## src/rtl/light_pkg.sv

```systemverilog
// Shared definitions for the light phase sequencer: phase index type,
// the conventional four-phase intersection layout and its default timings.
package light_pkg;

  localparam int LP_STD_NUM_PHASES = 4;

  typedef logic [1:0] phase_idx_t;

  // Standard four-phase intersection ordering.
  localparam phase_idx_t PH_NS_GREEN  = 2'd0;
  localparam phase_idx_t PH_NS_YELLOW = 2'd1;
  localparam phase_idx_t PH_EW_GREEN  = 2'd2;
  localparam phase_idx_t PH_EW_YELLOW = 2'd3;

  // Typical durations in seconds for the standard phases.
  localparam logic [7:0] DUR_NS_GREEN  = 8'd15;
  localparam logic [7:0] DUR_NS_YELLOW = 8'd3;
  localparam logic [7:0] DUR_EW_GREEN  = 8'd15;
  localparam logic [7:0] DUR_EW_YELLOW = 8'd3;

endpackage

```

## src/rtl/light_dur_regfile.sv

```systemverilog
// Per-phase duration storage. One write port with range check, one
// combinational read port that forwards a same-cycle write to the same
// phase so a load never sees a stale duration.
module light_dur_regfile
  import light_pkg::*;
#(
  parameter int P_NUM_PHASES = 4,
  parameter int P_CNT_W      = 8,
  parameter int P_DEF_DUR    = 15,
  parameter int P_IDX_W      = $clog2(P_NUM_PHASES)
) (
  input  logic               clk,
  input  logic               rstb,
  input  logic               we,
  input  logic [P_IDX_W-1:0] waddr,
  input  logic [P_CNT_W-1:0] wdata,
  input  logic [P_IDX_W-1:0] raddr,
  output logic [P_CNT_W-1:0] rdata,
  output logic               wr_err
);

  localparam logic [P_IDX_W:0]   LP_NUM = P_NUM_PHASES[P_IDX_W:0];
  localparam logic [P_CNT_W-1:0] LP_DEF = P_CNT_W'(P_DEF_DUR);

  logic [P_CNT_W-1:0] dur_r [P_NUM_PHASES];
  logic               waddr_ok_s;
  logic               raddr_ok_s;

  // Address range checks for both ports.
  always_comb begin
    waddr_ok_s = ({1'b0, waddr} < LP_NUM);
    raddr_ok_s = ({1'b0, raddr} < LP_NUM);
    wr_err     = we & ~waddr_ok_s;
  end

  // Duration registers: default on reset, updated by in-range writes.
  always_ff @(posedge clk or negedge rstb) begin
    if (!rstb) begin
      for (int i = 0; i < P_NUM_PHASES; i++) begin
        dur_r[i] <= LP_DEF;
      end
    end else if (we && waddr_ok_s) begin
      dur_r[waddr] <= wdata;
    end
  end

  // Read port with same-cycle write forwarding.
  always_comb begin
    if (we && waddr_ok_s && (waddr == raddr)) begin
      rdata = wdata;
    end else if (raddr_ok_s) begin
      rdata = dur_r[raddr];
    end else begin
      rdata = LP_DEF;
    end
  end

endmodule

```

## src/rtl/light_phase_sequencer.sv

```systemverilog
// Cyclic light phase sequencer: steps through P_NUM_PHASES phases, each
// lasting a programmable number of sec_tick pulses (zero counts as one).
// Optional feature macro LIGHT_PHASE_HOLD_EN adds a 'hold' input that
// parks the sequencer at the end of the current phase.
module light_phase_sequencer
  import light_pkg::*;
#(
  parameter int P_NUM_PHASES = 4,
  parameter int P_CNT_W      = 8,
  parameter int P_DEF_DUR    = 15,
  parameter int P_IDX_W      = $clog2(P_NUM_PHASES)
) (
  input  logic               clk,
  input  logic               rstb,
`ifdef LIGHT_PHASE_HOLD_EN
  input  logic               hold,
`endif
  input  logic               en,
  input  logic               sec_tick,
  input  logic               cfg_we,
  input  logic [P_IDX_W-1:0] cfg_addr,
  input  logic [P_CNT_W-1:0] cfg_data,
  input  logic               force_req,
  input  logic [P_IDX_W-1:0] force_idx,
  output logic [P_IDX_W-1:0] phase_idx,
  output logic [P_CNT_W-1:0] cnt_out,
  output logic               phase_tick,
  output logic               cycle_tick,
  output logic               cfg_err
);

  localparam logic [P_IDX_W:0]   LP_NUM     = P_NUM_PHASES[P_IDX_W:0];
  localparam logic [P_IDX_W-1:0] LP_LAST    = P_IDX_W'(P_NUM_PHASES - 1);
  localparam logic [P_IDX_W-1:0] LP_FIRST   = P_IDX_W'(PH_NS_GREEN);
  localparam logic [P_CNT_W-1:0] LP_RST_CNT = P_CNT_W'(P_DEF_DUR - 1);

  logic [P_IDX_W-1:0] phase_idx_r;
  logic [P_CNT_W-1:0] cnt_r;
  logic               phase_tick_r;
  logic               cycle_tick_r;
  logic               cfg_err_r;

  logic [P_IDX_W-1:0] next_idx_s;
  logic [P_IDX_W-1:0] rd_addr_s;
  logic [P_CNT_W-1:0] rd_dur_s;
  logic [P_CNT_W-1:0] load_cnt_s;
  logic               wrap_s;
  logic               hold_s;
  logic               force_ok_s;
  logic               force_go_s;
  logic               force_bad_s;
  logic               adv_s;
  logic               dec_s;
  logic               wr_err_s;

  // Countdown start for a duration: zero-length phases still last one tick.
  function automatic logic [P_CNT_W-1:0] load_val(input logic [P_CNT_W-1:0] d);
    if (d == {P_CNT_W{1'b0}}) begin
      return {P_CNT_W{1'b0}};
    end else begin
      return d - P_CNT_W'(1);
    end
  endfunction

  // Hold input exists only in the hold-capable build.
  always_comb begin
`ifdef LIGHT_PHASE_HOLD_EN
    hold_s = hold;
`else
    hold_s = 1'b0;
`endif
  end

  // Next-phase selection, event qualification and duration lookup address.
  always_comb begin
    wrap_s = (phase_idx_r == LP_LAST);
    if (wrap_s) begin
      next_idx_s = {P_IDX_W{1'b0}};
    end else begin
      next_idx_s = phase_idx_r + P_IDX_W'(1);
    end
    force_ok_s  = ({1'b0, force_idx} < LP_NUM);
    force_go_s  = en & force_req & force_ok_s;
    force_bad_s = en & force_req & ~force_ok_s;
    adv_s       = en & sec_tick & (cnt_r == {P_CNT_W{1'b0}}) & ~hold_s;
    dec_s       = en & sec_tick & (cnt_r != {P_CNT_W{1'b0}});
    if (force_go_s) begin
      rd_addr_s = force_idx;
    end else begin
      rd_addr_s = next_idx_s;
    end
    load_cnt_s = load_val(rd_dur_s);
  end

  light_dur_regfile #(
    .P_NUM_PHASES (P_NUM_PHASES),
    .P_CNT_W      (P_CNT_W),
    .P_DEF_DUR    (P_DEF_DUR),
    .P_IDX_W      (P_IDX_W)
  ) u_dur (
    .clk    (clk),
    .rstb   (rstb),
    .we     (cfg_we),
    .waddr  (cfg_addr),
    .wdata  (cfg_data),
    .raddr  (rd_addr_s),
    .rdata  (rd_dur_s),
    .wr_err (wr_err_s)
  );

  // Phase/countdown state and event pulses; force wins over a normal advance.
  always_ff @(posedge clk or negedge rstb) begin
    if (!rstb) begin
      phase_idx_r  <= LP_FIRST;
      cnt_r        <= LP_RST_CNT;
      phase_tick_r <= 1'b0;
      cycle_tick_r <= 1'b0;
    end else if (force_go_s) begin
      phase_idx_r  <= force_idx;
      cnt_r        <= load_cnt_s;
      phase_tick_r <= 1'b1;
      cycle_tick_r <= 1'b0;
    end else if (adv_s) begin
      phase_idx_r  <= next_idx_s;
      cnt_r        <= load_cnt_s;
      phase_tick_r <= 1'b1;
      cycle_tick_r <= wrap_s;
    end else begin
      if (dec_s) begin
        cnt_r <= cnt_r - P_CNT_W'(1);
      end
      phase_tick_r <= 1'b0;
      cycle_tick_r <= 1'b0;
    end
  end

  // Sticky error flag for rejected writes and force requests.
  always_ff @(posedge clk or negedge rstb) begin
    if (!rstb) begin
      cfg_err_r <= 1'b0;
    end else begin
      cfg_err_r <= cfg_err_r | wr_err_s | force_bad_s;
    end
  end

  assign phase_idx  = phase_idx_r;
  assign cnt_out    = cnt_r;
  assign phase_tick = phase_tick_r;
  assign cycle_tick = cycle_tick_r;
  assign cfg_err    = cfg_err_r;

endmodule

```

## config.mk

```make
export PLATFORM = sky130hd
export DESIGN_NAME = light_phase_sequencer
export DESIGN_NICKNAME = d
export VERILOG_FILES = /design/src/rtl/light_pkg.sv /design/src/rtl/light_dur_regfile.sv /design/src/rtl/light_phase_sequencer.sv
export SDC_FILE = /design/constraint.sdc
export NUM_CORES = 1
export LEC_CHECK = 0
export ABC_AREA = 1
export CAP_MARGIN = 10
export CORE_MARGIN = 3
export CORE_UTILIZATION = 45
export CTS_CLUSTER_DIAMETER = 120
export CTS_CLUSTER_SIZE = 25
export DETAILED_ROUTE_END_ITERATION = 8
export GPL_ROUTABILITY_DRIVEN = 0
export PLACE_DENSITY = 0.67
export SYNTH_ARGS = -nofsm -noshare
export SYNTH_HDL_FRONTEND = slang
export SYNTH_SLANG_ARGS = --single-unit
export TNS_END_PERCENT = 100
```

## constraint.sdc

```tcl
create_clock -name clk -period 6.3 [get_ports clk]
set_input_delay 1.26 -clock clk [delete_from_list [all_inputs] [get_ports clk]]
set_output_delay 1.26 -clock clk [all_outputs]
set_load 0.01 [all_outputs]
```

**Yosys cells after proc, flatten, opt, wreduce, memory -nomap -nowiden**

Index checks and enable logic that the tools add are counted.

- Add/sub/neg operators: 3
- Reductions and logical operators: 7
- Bitwise operators: 6
- Mux-type cells: 19
- Equality and inequality tests: 2
- Magnitude comparators: 3

Operator list:

| operator | count |
|---|---|
| 8-bit 2-to-1 mux | 8 |
| 32-bit bitwise mux | 1 |
| 8-bit binary-select mux with 2-bit select | 1 |
| 8-bit demux with 2-bit select | 1 |
| 8-bit zero test | 2 |
| 8-bit by 1-bit subtractor with 8-bit output, second input constant | 2 |
| 2-bit 2-to-1 mux | 4 |
| 8-bit nonzero test | 1 |
| 3-bit greater-or-equal comparator, second input constant | 2 |
| 2-bit inverter with 3-bit output | 2 |
| 1-bit AND | 4 |
| 1-bit 2-to-1 mux | 4 |
| 3-bit by 1-bit less-than comparator with 1-bit output, second input constant | 1 |
| 3-bit nonzero test | 1 |
| 2-bit by 1-bit adder with 2-bit output, second input constant | 1 |
| 2-bit == test | 1 |
| 2-bit == test, second input constant | 1 |
| 1-bit logical AND | 2 |
| 2-bit nonzero test | 1 |

- Register bits: 44
- Word-level logic and storage cells: 48

**Longest topological paths before layout**

- Word-level depth: 12
- Mapped depth: 18
- Mapped depth without buffers: 17

**By module**

A second synthesis with hierarchy kept.

- Cells, all modules: 389
- Area, all modules: 2,914.0 um^2

Modules (own cells, without submodules):

| module | area an instance (um^2) | seq. area each (um^2) | times used | cells an instance |
|---|---|---|---|---|
| light_dur_regfile | 1,888.1 | 820.8 | 1 | 245 |
| light_phase_sequencer | 1,026.0 | 329.1 | 1 | 144 |

**Worst setup path after synthesis**

OpenSTA, ideal clock, no wires.

- Path kind: input to register
- Start: input port en
- End: register cnt_r[6] (netlist: cnt_out[6])
- Setup slack: 3.568 ns
- Data arrival time: 2.659 ns
- Stages on the path: 15
- Path through: nand2_4 nand2_4 nand2_4 buf_6 nand2_1 nand3_1 nand2_1 nand2_1 nand2_1 ha_1 nand2_2 nor2_4 a21oi_4 nand2_1 a21oi_2

- Longest elaborated chain between the ends: 11
- Elaborated cells on any way between the ends: 18
- Classes of those cells: add/sub: 1; eq/ne: 1; mux: 8; bitwise: 5; reduce/logical: 3

Ends and longest elaborated chain:

| what | line | source |
|---|---|---|
| from (decl) | light_phase_sequencer.sv:18 | `input logic en,` |
| 1-bit AND | n/a |  |
| 2-bit 2-to-1 mux | light_phase_sequencer.sv:87 | `if (force_go_s) begin` |
| 2-bit inverter with 3-bit output (not written as such) | light_dur_regfile.sv:52 | `rdata = dur_r[raddr];` |
| 8-bit binary-select mux with 2-bit select | light_dur_regfile.sv:52 |  |
| 8-bit 2-to-1 mux (not written as such) (2 in a row) | light_dur_regfile.sv:52 |  |
| 8-bit 2-to-1 mux | light_dur_regfile.sv:49 | `if (we && waddr_ok_s && (waddr == raddr)) begin` |
| 8-bit by 1-bit subtractor with 8-bit output or 8-bit zero test (tied branches) | light_phase_sequencer.sv:61, light_phase_sequencer.sv:58 |  |
| 8-bit 2-to-1 mux | light_phase_sequencer.sv:58 | `if (d == {P_CNT_W{1'b0}}) begin` |
| 8-bit 2-to-1 mux | light_phase_sequencer.sv:123 | `end else if (adv_s) begin` |
| 8-bit 2-to-1 mux | light_phase_sequencer.sv:118 | `end else if (force_go_s) begin` |
| to (signal assigned) | light_phase_sequencer.sv:120 | `cnt_r <= load_cnt_s;` |
| to (signal assigned) | light_phase_sequencer.sv:125 | `cnt_r <= load_cnt_s;` |
| to (signal assigned) | light_phase_sequencer.sv:130 | `cnt_r <= cnt_r - P_CNT_W'(1);` |
| to (decl) | light_phase_sequencer.sv:38 | `logic [P_CNT_W-1:0] cnt_r;` |

Several ways; a longest one is shown, not always the timed one. The select of a mux whose other input is x is not followed.
A chain may end at the register's enable or synchronous reset.

**Final worst setup path**

- Start: input port en
- End: register cnt_r[7] (netlist: cnt_out[7])

Same word-level chain as after synthesis.

==> results.md <==
- Status: finished, final reports clean
- Post-synth EDFFs: 0
- Syn_nets: 367
- Final hold violation count: 0
- Slowest stage delay, CP: 0.65 ns
- Critical-path maximum fanout: 15
- Setup Buffers After CTS: 0
- Adder-cell share of the synthesized area: 0.0191
- Crit path launch type: primary input
- Finished Cell Area: 3050 sq um
- Post-Synth Simple-Gate Area: 0.349
- XOR/XNOR share of the synthesized area: 0.0235
- Vias per cell: 5.18
- Core Region: 5570 sq um
- Final period util: 0.569
- Crit Reg-Reg Endpoint: cnt_out[7]
- Final-report max-slew violation count: 0
- Largest net degree at the start of global routing: 45
- CTS max path bufs: 2
- Largest family of logic cells by synthesized area: simple AND/OR/NAND/NOR gates
- Ranking of synthesized cells by area: dfrtp_1 (24%), dfstp_2 (19%), nand2_1 (14%), nand3_1 (8.2%), o21ai_0 (7.7%)
- Synthesized flop and latch total: 44
- ANT cells: 0
- CTS tree: done
- Final setup fails: 0
- Top cell type by total area after synthesis: dfrtp_1
- WL/cell: 13.4 um
- Total Routing Usage GR: 0.198
- CP max-delay cell: clkdlybuf4s50_1
- Share of cells above drive strength 1: 0.142
- Average size of a mapped cell: 7.58 sq um
- Synthesized area: 2610 sq um
- CTS sink cnt: 44
- Post-route ant nets: 0
- Port-buffer cells: 29
- Vias in the first global route: 2,152
- Placed Area: 2930 sq um
- Sequential-to-total area share from yosys stat: 0.430
- Crit path buffers/inverters: 1
- RSZ-0062 raised after global routing: no
- Cell Count, Final, Fillers Out: 444
- Worst setup EP type: flop
- Ys async rst share: 1.00
- CTS H-Tree Depth: 2
- Critical path, cell by cell: clkdlybuf4s50_1 > nand3_2 > nand2_4 > nand2_1 > nand3_1 > nand2_1 > nand2_1 > nand2_1 > ha_1 > nand2_2 > nor2_4 > a21oi_4 > nand2_1 > a21oi_1
- First-pass GRT wire length: 10.3 mm
- Initial Util: 0.469
- Type of the worst setup path: primary input to flop
- Area share of the largest cell type after synthesis: 0.239
- Slew @ Worst Pin: 0.970 ns
- Top cells by count, synth: nand2_1 (99), nand3_1 (43), o21ai_0 (40)
- Leakage: 1.41 nW
- HP Class: flop to flop
- Synth Flop Type: dfrtp_1
- Compound-Gate Fraction of Synth Area: 0.111
- HPWL Detailed: 4.30 mm
- Vias: 2,301
- Die height: 82.2 um
- Std-Cell Rows: 27
- Cell count of the worst hold path: 2
- Die ar.: 6760 sq um
- Grt total ovfl: 0
- IO Count: 31
- Peak supply drop: 165 uV
- Setup slack, reg-to-reg: 3.74 ns
- Slew margin rel.: 0.354
- Most frequent CP cell: nand2_1
- Worst Reg-to-Reg Cells: 15
- Mux cell area share after synthesis: 0
- Clock latency on the worst-skew pair: 0.30 ns
- Hold wc startpoint: u_dur.dur_r[14]
- Filler cells: 547
- Cells after DPL: 436
- Clock period minus worst slack: 3.59 ns
- Clock transition at path regs: 0.09 ns
- Critical R2R Launch: phase_idx[0]
- Critical Path RT: 6.53 ns
- Total Wirelength: 5.96 mm
- Yosys warns: 0
- Cells after Synth: 345
- Max Cap Viol: 0
- Residual DRC: 0
- CTS Buf Count: 5
- Die W: 82.2 um
- Area added between synthesis and finish: 16.6%
- Setup TNS: 0 ns
- Layout Nets: 393
- DR iter-0 viols: 151
- First-pass iteration count of the detailed router: 4
- Setup Skew: 0.00632 ns
- Initial antenna violation count: 0
- Most numerous cell in the Yosys netlist: nand2_1
- Arrival @ worst endpoint: 3.81 ns
- # resized after CTS: 0
- Unique masters post-synth: 31
- Hold EP: u_dur.dur_r[14]
- Max Clock Freq: 0.279 GHz
- Power Density: 362 nW/um^2
- Root buf cell: clkbuf_8
- Post-CTS Hold Buffers: 0
- Top cell family by delay on the critical path: simple AND/OR/NAND/NOR gates
- PnR Total Power: 1.10 mW
==> cell usage in the layout, fill, tap and decap left out <==
cell type        count
clkbuf_8             5
o21ai_1              1
ha_1                 4
a21oi_4              1
dfstp_2             19
inv_2                1
o21ai_2              1
inv_1               30
nand2_1             99
nand3_2              3
nand3_4              1
nor3b_1              1
or3_1                1
o21ai_0             40
conb_1               1
xor2_1               2
nor3_1               1
nor2_2               1
clkinvlp_4           1
nand2_2             11
xnor2_1              5
nand2_4              4
inv_6                1
nor4_1               1
dfrtp_1             25
buf_2                1
nor2_4               1
nor2_1              19
clkdlybuf4s50_1     28
a21oi_2              1
bufinv_16            1
a21oi_1             10
nand4_1              8
nand3_1             43
==> how the worst max path moves through the flow <==
stage / slack, ns / start / cells past startpoint / endpoint
after floorplan: 3.57 / en / 15 / cnt_out[6]
after global placement: 2.52 / en / 14 / cnt_out[7]
after detailed placement: 2.43 / en / 14 / cnt_out[7]
after CTS: 2.74 / en / 14 / cnt_out[7]
after global routing: 2.38 / en / 14 / cnt_out[3]
final: 2.71 / en / 14 / cnt_out[7]
==> tightest hold or removal path, cell delays in order (launching register included) <==
cell and delay (ns):
dfrtp_1 0.35, nand2_1 0.05, o21ai_0 0.06
==> flip-flops by register name, summed over array words and instances (netlist names) <==
| register | count |
|---|---|
| cnt_out | 8 |
| phase_idx | 2 |
| u_dur.dur_r | 32 |
| phase_tick | 1 |
| cycle_tick | 1 |
==> kinds of logic (layout without fill, tap and decap cells) <==
family,after synthesis,count (layout)
xor gates and xnor gates,7,7
and+or+nand+nor,194,194
adders and majority gates,4,4
other,1,1
AOI/OAI and AO/OA,54,54
buffers and inverters,41,68
DFF,44,44
==> metal layers <==
| layer | global-route usage | wire length (um) |
|---|---|---|
| met3 | 0.0369 | 335 |
| met5 | 0 | 0 |
| met1 | 0.278 | 2840 |
| met2 | 0.304 | 2690 |
| met4 | 0.0748 | 88 |
==> per-stage QoR <==
stage               utilization  hold slack, ns  worst slack, ns
global route              0.547           0.518             2.38
finish                    0.547           0.493             2.71
floorplan                     -           0.453             3.57
detailed placement        0.526           0.474             2.43
CTS                       0.547           0.496             2.74
global placement          0.526           0.468             2.52
==> where the power goes <==
| part | internal, mW | switching (mW) | total (mW) | leakage [nW] |
|---|---|---|---|---|
| Sequential | 0.358 | 0.0526 | 0.411 | 0.506 |
| Clock | 0.119 | 0.102 | 0.221 | 0.0548 |
| Combinational | 0.188 | 0.282 | 0.470 | 0.854 |
| Total | 0.665 | 0.437 | 1.10 | 1.41 |
==> final cells by class <==
class                      instances  area, sq um  area share
timing repair buffer              29          285      0.0936
tap                               72         90.1      0.0296
clock buffer                       5         68.8      0.0226
sequential                        44         1120       0.369
inverter                          31          116      0.0382
multi-input combinational        260         1320       0.432
clock inverter                     3         46.3      0.0152
Power figures use the tool's default switching activity.
==> patch 1: new RTL, same flow settings <==
`P_CNT_W` is set to 8 in 2 places; all go to 7.
--- a/src/rtl/light_dur_regfile.sv
+++ b/src/rtl/light_dur_regfile.sv
@@ -6,5 +6,5 @@
 #(
   parameter int P_NUM_PHASES = 4,
-  parameter int P_CNT_W      = 8,
+  parameter int P_CNT_W      = 7,
   parameter int P_DEF_DUR    = 15,
   parameter int P_IDX_W      = $clog2(P_NUM_PHASES)
--- a/src/rtl/light_phase_sequencer.sv
+++ b/src/rtl/light_phase_sequencer.sv
@@ -7,5 +7,5 @@
 #(
   parameter int P_NUM_PHASES = 4,
-  parameter int P_CNT_W      = 8,
+  parameter int P_CNT_W      = 7,
   parameter int P_DEF_DUR    = 15,
   parameter int P_IDX_W      = $clog2(P_NUM_PHASES)
Interface: changed (resized cfg_data and cnt_out); port bits go from 31 to 29. No check against the original RTL was run, so the function may have changed too.
==> patch 1 against the unedited design <==
Core utilization is 0.56 points higher; sequential cell count is 5 lower; design area is 13% lower; synthesized cell count is 14% lower; non-clock buffer count is 2 lower; total power is 14% lower; maximum frequency is 1.7% lower; first-iteration DRC count is 33% higher; wire length is 13% lower; area after synthesis is 14% lower; worst setup slack worse by 0.061 ns; die area is 13% lower; final cell count is 13% lower; critical path type unchanged; largest cell class unchanged.
==> patch 1: results (changes against the unedited design) <==
INFO  metric synth_sequential_area_ratio = 44.5% (+1.4 points)
INFO  metric end_of_the_worst_hold_path = u_dur.dur_r[27]
INFO  metric drt_wl_total = 5.20 mm (-13%)
INFO  metric synth-compound-area-share = 10.4% (-0.71 points)
INFO  metric synth_nets = 317 (-14%)
INFO  metric sequential_cell_area = 1000 um2 (-11%)
INFO  metric ys_top_cells_by_count = 82 x sky130_fd_sc_hd__nand2_1, 46 x sky130_fd_sc_hd__nand3_1, 33 x sky130_fd_sc_hd__o21ai_0, 22 x sky130_fd_sc_hd__inv_1, 20 x sky130_fd_sc_hd__dfrtp_1
INFO  metric setup.reg_to_reg.worst_slack = 3.83 ns (+0.09 ns)
INFO  metric grt_pass1_wl = 9.14 mm (-11%)
INFO  metric vdd_drop_max = 0.000153 V (-7.5%)
INFO  metric grt_pass1_vias = 1896 (-12%)
INFO  metric drt_iter0_markers = 201 (+33%)
INFO  metric max_ffs_per_register = 28 (-13%)
INFO  metric final_layout_size_suffix_gt1_share = 13.1% (-1.2 points)
INFO  metric layout.clock.cell_area_share = 3.79% (+0.0094 points)
INFO  metric run_status = finished clean
INFO  metric layout.non_clock_buffers = 27 (-6.9%)
INFO  metric min_period_over_period = 57.9% (+0.97 points)
INFO  metric syn_area_per_cell = 7.60 um2 (+0.26%)
INFO  metric timing.critical_path.slowest_cell_delay = 0.59 ns (-0.06 ns)
INFO  metric number_of_clock_buffer_instances_in_the_layout = 8 (+3)
INFO  metric place_inst = 380 (-13%)
INFO  metric p_per_area = 357 nW/um2 (-1.3%)
INFO  metric max-slew-margin-rel = 42.8% (+7.5 points)
INFO  metric pre_cts_ws = 2.37 ns (-0.0524 ns)
INFO  metric placement_stage_cell_area = 2540 um2 (-13%)
INFO  metric grt_start_max_net_pins = 40 (-11%)
INFO  metric synth_cells = 296 (-14%)
INFO  metric yosys.area_share.adder = 2.23% (+0.31 points)
INFO  metric leakagePower = 1.21 nW (-14%)
INFO  metric fillCellCount = 492 (-10%)
INFO  metric place_hpwl = 3.76 mm (-13%)
INFO  metric yosys-top-cells-area = sky130_fd_sc_hd__dfrtp_1 22%, sky130_fd_sc_hd__dfstp_2 22%, sky130_fd_sc_hd__nand2_1 14%
INFO  metric multiInputCombCellCount = 224 (-14%)
INFO  metric capturing_instance_or_port_of_the_critical_path = cnt_out[5]
INFO  metric total_nets_final = 341 (-13%)
INFO  metric worst_clock_skew = 0.00438 ns (-0.00194 ns)
INFO  metric final.signal_inverter_count = 23 (-26%)
-- patch 1: cell count changes after synthesis, sizes merged, moves of 3 or more --
cell and change:
nand2 -22, inv -8, o21ai -7, dfrtp -5, a21oi -4, nor2 -3
-- patch 1: layer usage --
| layer | routed length [um] | part of all wire (%) | GRT usage, % |
|---|---|---|---|
| met5 | 0 | 0 | 0 |
| met4 | 70 | 1.3 | 7.07 |
| met3 | 173 | 3.3 | 3.99 |
| met2 | 2430 | 47 | 32.1 |
| met1 | 2530 | 49 | 25.0 |
-- patch 1: tightest hold or removal path, stage by stage (launching register included) --
cell                      delay [ns]
sky130_fd_sc_hd__dfrtp_1        0.35
sky130_fd_sc_hd__nand2_1        0.05
sky130_fd_sc_hd__o21ai_0        0.06
-- patch 1: report_power, final --
group | switching, W | internal, W
clock | 0.0000858 | 0.0000999
sequential | 0.0000424 | 0.000320
combinational | 0.000230 | 0.000165
==> patch 2: new RTL, config.mk and constraints unchanged <==
Made on the original files. Make the reset (`rstb`) synchronous in 3 clocked blocks.
--- a/src/rtl/light_dur_regfile.sv
+++ b/src/rtl/light_dur_regfile.sv
@@ -35,5 +35,5 @@
 
   // Duration registers: default on reset, updated by in-range writes.
-  always_ff @(posedge clk or negedge rstb) begin
+  always_ff @(posedge clk) begin
     if (!rstb) begin
       for (int i = 0; i < P_NUM_PHASES; i++) begin
--- a/src/rtl/light_phase_sequencer.sv
+++ b/src/rtl/light_phase_sequencer.sv
@@ -110,5 +110,5 @@
 
   // Phase/countdown state and event pulses; force wins over a normal advance.
-  always_ff @(posedge clk or negedge rstb) begin
+  always_ff @(posedge clk) begin
     if (!rstb) begin
       phase_idx_r  <= LP_FIRST;
@@ -136,5 +136,5 @@
 
   // Sticky error flag for rejected writes and force requests.
-  always_ff @(posedge clk or negedge rstb) begin
+  always_ff @(posedge clk) begin
     if (!rstb) begin
       cfg_err_r <= 1'b0;
Function: differs if rstb is asserted again (counterexample within 4 cycles, from zero or initial values and one cycle with rstb low); with rstb held inactive, the same outputs for 4 cycles.
==> patch 2 against the unedited design <==
Design area increased by 3.8%; worst setup slack got worse by 0.19 ns; wire length increased by 2.8%; area after synthesis increased by 3.9%; sequential cell count unchanged; global-route usage decreased by 1.9 points; register-to-register slack got worse by 0.03 ns.
Power is not compared: it rests on default switching activity, and its combinational part moved more than twofold at a synthesized area within 25%.
==> patch 2: results (changes against the unedited design) <==
INFO  metric synth_nets = 384 (+4.6%)
INFO  metric grt_pass1_wl = 10.1 mm (-1.2%)
INFO  metric final_layout_size_suffix_gt1_share = 7.93% (-6.3 points)
INFO  metric run_status = finished clean
INFO  metric h_tree_level_count = 2 (unchanged)
INFO  metric ys_top_cells_by_count = 102 x sky130_fd_sc_hd__nand2_1, 59 x sky130_fd_sc_hd__inv_1, 50 x sky130_fd_sc_hd__nand3_1, 32 x sky130_fd_sc_hd__edfxtp_1, 28 x sky130_fd_sc_hd__nor2_1
INFO  metric critPathSlowestCell = sky130_fd_sc_hd__clkdlybuf4s50_1
INFO  metric cts_root_buf = sky130_fd_sc_hd__clkbuf_8
INFO  metric timing.critical_path.slowest_cell_delay = 0.62 ns (-0.03 ns)
INFO  metric drt_wl_total = 6.12 mm (+2.8%)
INFO  metric crit_path_max_fanout = 12 (-3)
INFO  metric drt_iter0_markers = 129 (-15%)
INFO  metric synth_ff_type = sky130_fd_sc_hd__edfxtp_1
INFO  metric timing.critical_path.max_delay_family = simple AND/OR/NAND/NOR gates
INFO  metric antenna_cells_inserted = 0 (unchanged)
INFO  metric grt_pass1_vias = 2205 (+2.5%)
INFO  metric place_hpwl = 4.61 mm (+7.1%)
INFO  metric vdd_drop_max = approximately 0.00012 V
INFO  metric detail_route.first_pass.iterations = 4 (unchanged)
INFO  metric postCtsSetupBuffers = 0 (unchanged)
INFO  metric yosys-top-cells-area = sky130_fd_sc_hd__edfxtp_1 35%, sky130_fd_sc_hd__nand2_1 14%, sky130_fd_sc_hd__nand3_1 9.2%
INFO  metric antenna_found_initial = 0 (unchanged)
INFO  metric clk_path_buf_depth = 2 (unchanged)
INFO  metric worst_setup_hold_path_clk_slew = 0.08 ns
INFO  metric worst_hold_path_type = flip-flop to flip-flop
INFO  metric yosysWarnings = 0 (unchanged)
INFO  metric clock_latency = 0.30 ns (about the same)
INFO  metric yosysUniqueCellTypes = 31 (unchanged)
INFO  metric synth-async-reset-ratio = 0% (-100 points)
INFO  metric worst_clock_skew = 0.00628 ns (-0.0000419 ns)
INFO  metric buffer_ports.inserted = 29 (unchanged)
INFO  metric finish.instance_area = 3160 um2 (+3.8%)
INFO  metric cts_resized = 0 (unchanged)
INFO  metric track_usage = 17.9% (-1.9 points)
INFO  metric synth_sequential_area_ratio = 44.2% (+1.2 points)
INFO  metric pre_cts_ws = 2.23 ns (-0.198 ns)
INFO  metric total_nets_final = 412 (+4.8%)
INFO  metric synth_enable_flop_cells = 32 (+32)
INFO  metric placement_stage_cell_area = 3050 um2 (+3.9%)
INFO  metric leakagePower = 1.48 nW
INFO  metric max_ffs_per_register = 32 (unchanged)
INFO  metric fillCellCount = 554 (+1.3%)
INFO  metric register_bank_with_the_most_flops = u_dur.dur_r
INFO  metric grt.overflow.total = 0 (unchanged)
INFO  metric via_count = 2341 (+1.7%)
INFO  metric transition_at_the_pin_with_the_smallest_max_transition_slack = 0.576 ns (-0.393 ns)
INFO  metric data_arrival_time_at_the_worst_slack_endpoint = 3.97 ns (+0.16 ns)
INFO  metric grt_start_max_net_pins = 18 (-60%)
==> patch 2: cell types whose count changed in the layout (fill, tap and decap cells not counted), moves of 9 or more <==
cell / change
sky130_fd_sc_hd__dfxtp_1: +12
sky130_fd_sc_hd__nor2_1: +9
sky130_fd_sc_hd__inv_1: +29
sky130_fd_sc_hd__o21ai_0: -26
sky130_fd_sc_hd__edfxtp_1: +32
sky130_fd_sc_hd__dfrtp_1: -25
sky130_fd_sc_hd__dfstp_2: -19
==> patch 2: final timing paths <==
path / start / to / slack (ns) / cells past startpoint
max: en / cnt_out[6] / 2.52 / 15
max reg2reg: phase_idx[0] / cnt_out[6] / 3.71 / 16
min reg2reg: phase_idx[1] / phase_idx[1] / 0.59 / 2
min: phase_idx[1] / phase_idx[1] / 0.59 / 2
==> patch 2: layout make-up <==
| class | count | share of cell area (%) |
|---|---|---|
| clock inverter | 3 | 1.46 |
| multi-input combinational | 249 | 39.1 |
| sequential | 44 | 38.0 |
| tap | 72 | 2.85 |
| inverter | 61 | 7.24 |
| timing repair buffer | 29 | 9.18 |
| clock buffer | 5 | 2.18 |
==> patch 2: kinds of logic (layout without fill, tap and decap cells) <==
group	after synthesis	in the layout	share of synthesized area, %
flip-flops	44	44	44.2
buffers and inverters	69	98	10.2
other	1	1	0.138
XOR/XNOR	6	6	1.93
AO/OA/AOI/OAI	28	28	5.30
adder cells (fa/ha/maj)	4	4	1.84
AND/OR/NAND/NOR	210	210	36.3
==> patch 2: where the power goes <==
part	internal [W]	switching [W]	total, W
Clock	0.000119	0.000102	0.000221
Sequential	0.000332	0.0000111	0.000343
Combinational	0.0000715	0.000125	0.000196
==> patch 2: per-stage QoR <==
stage / power (W) / instances
after floorplan: 0.000488 / 362
after global placement: 0.000542 / 455
after detailed placement: 0.000545 / 455
after CTS: 0.000766 / 463
after global routing: 0.000805 / 463
final: 0.000761 / 463
==> patch 2: routing by layer <==
layer / vias up / global-route usage (%) / part of all wire [%]
li1: 1207 / - / -
met1: 1062 / 23.6 / 49
met2: 64 / 29.6 / 45
met3: 8 / 2.96 / 5.0
met4: 0 / 6.14 / 1.5
met5: - / 0 / 0
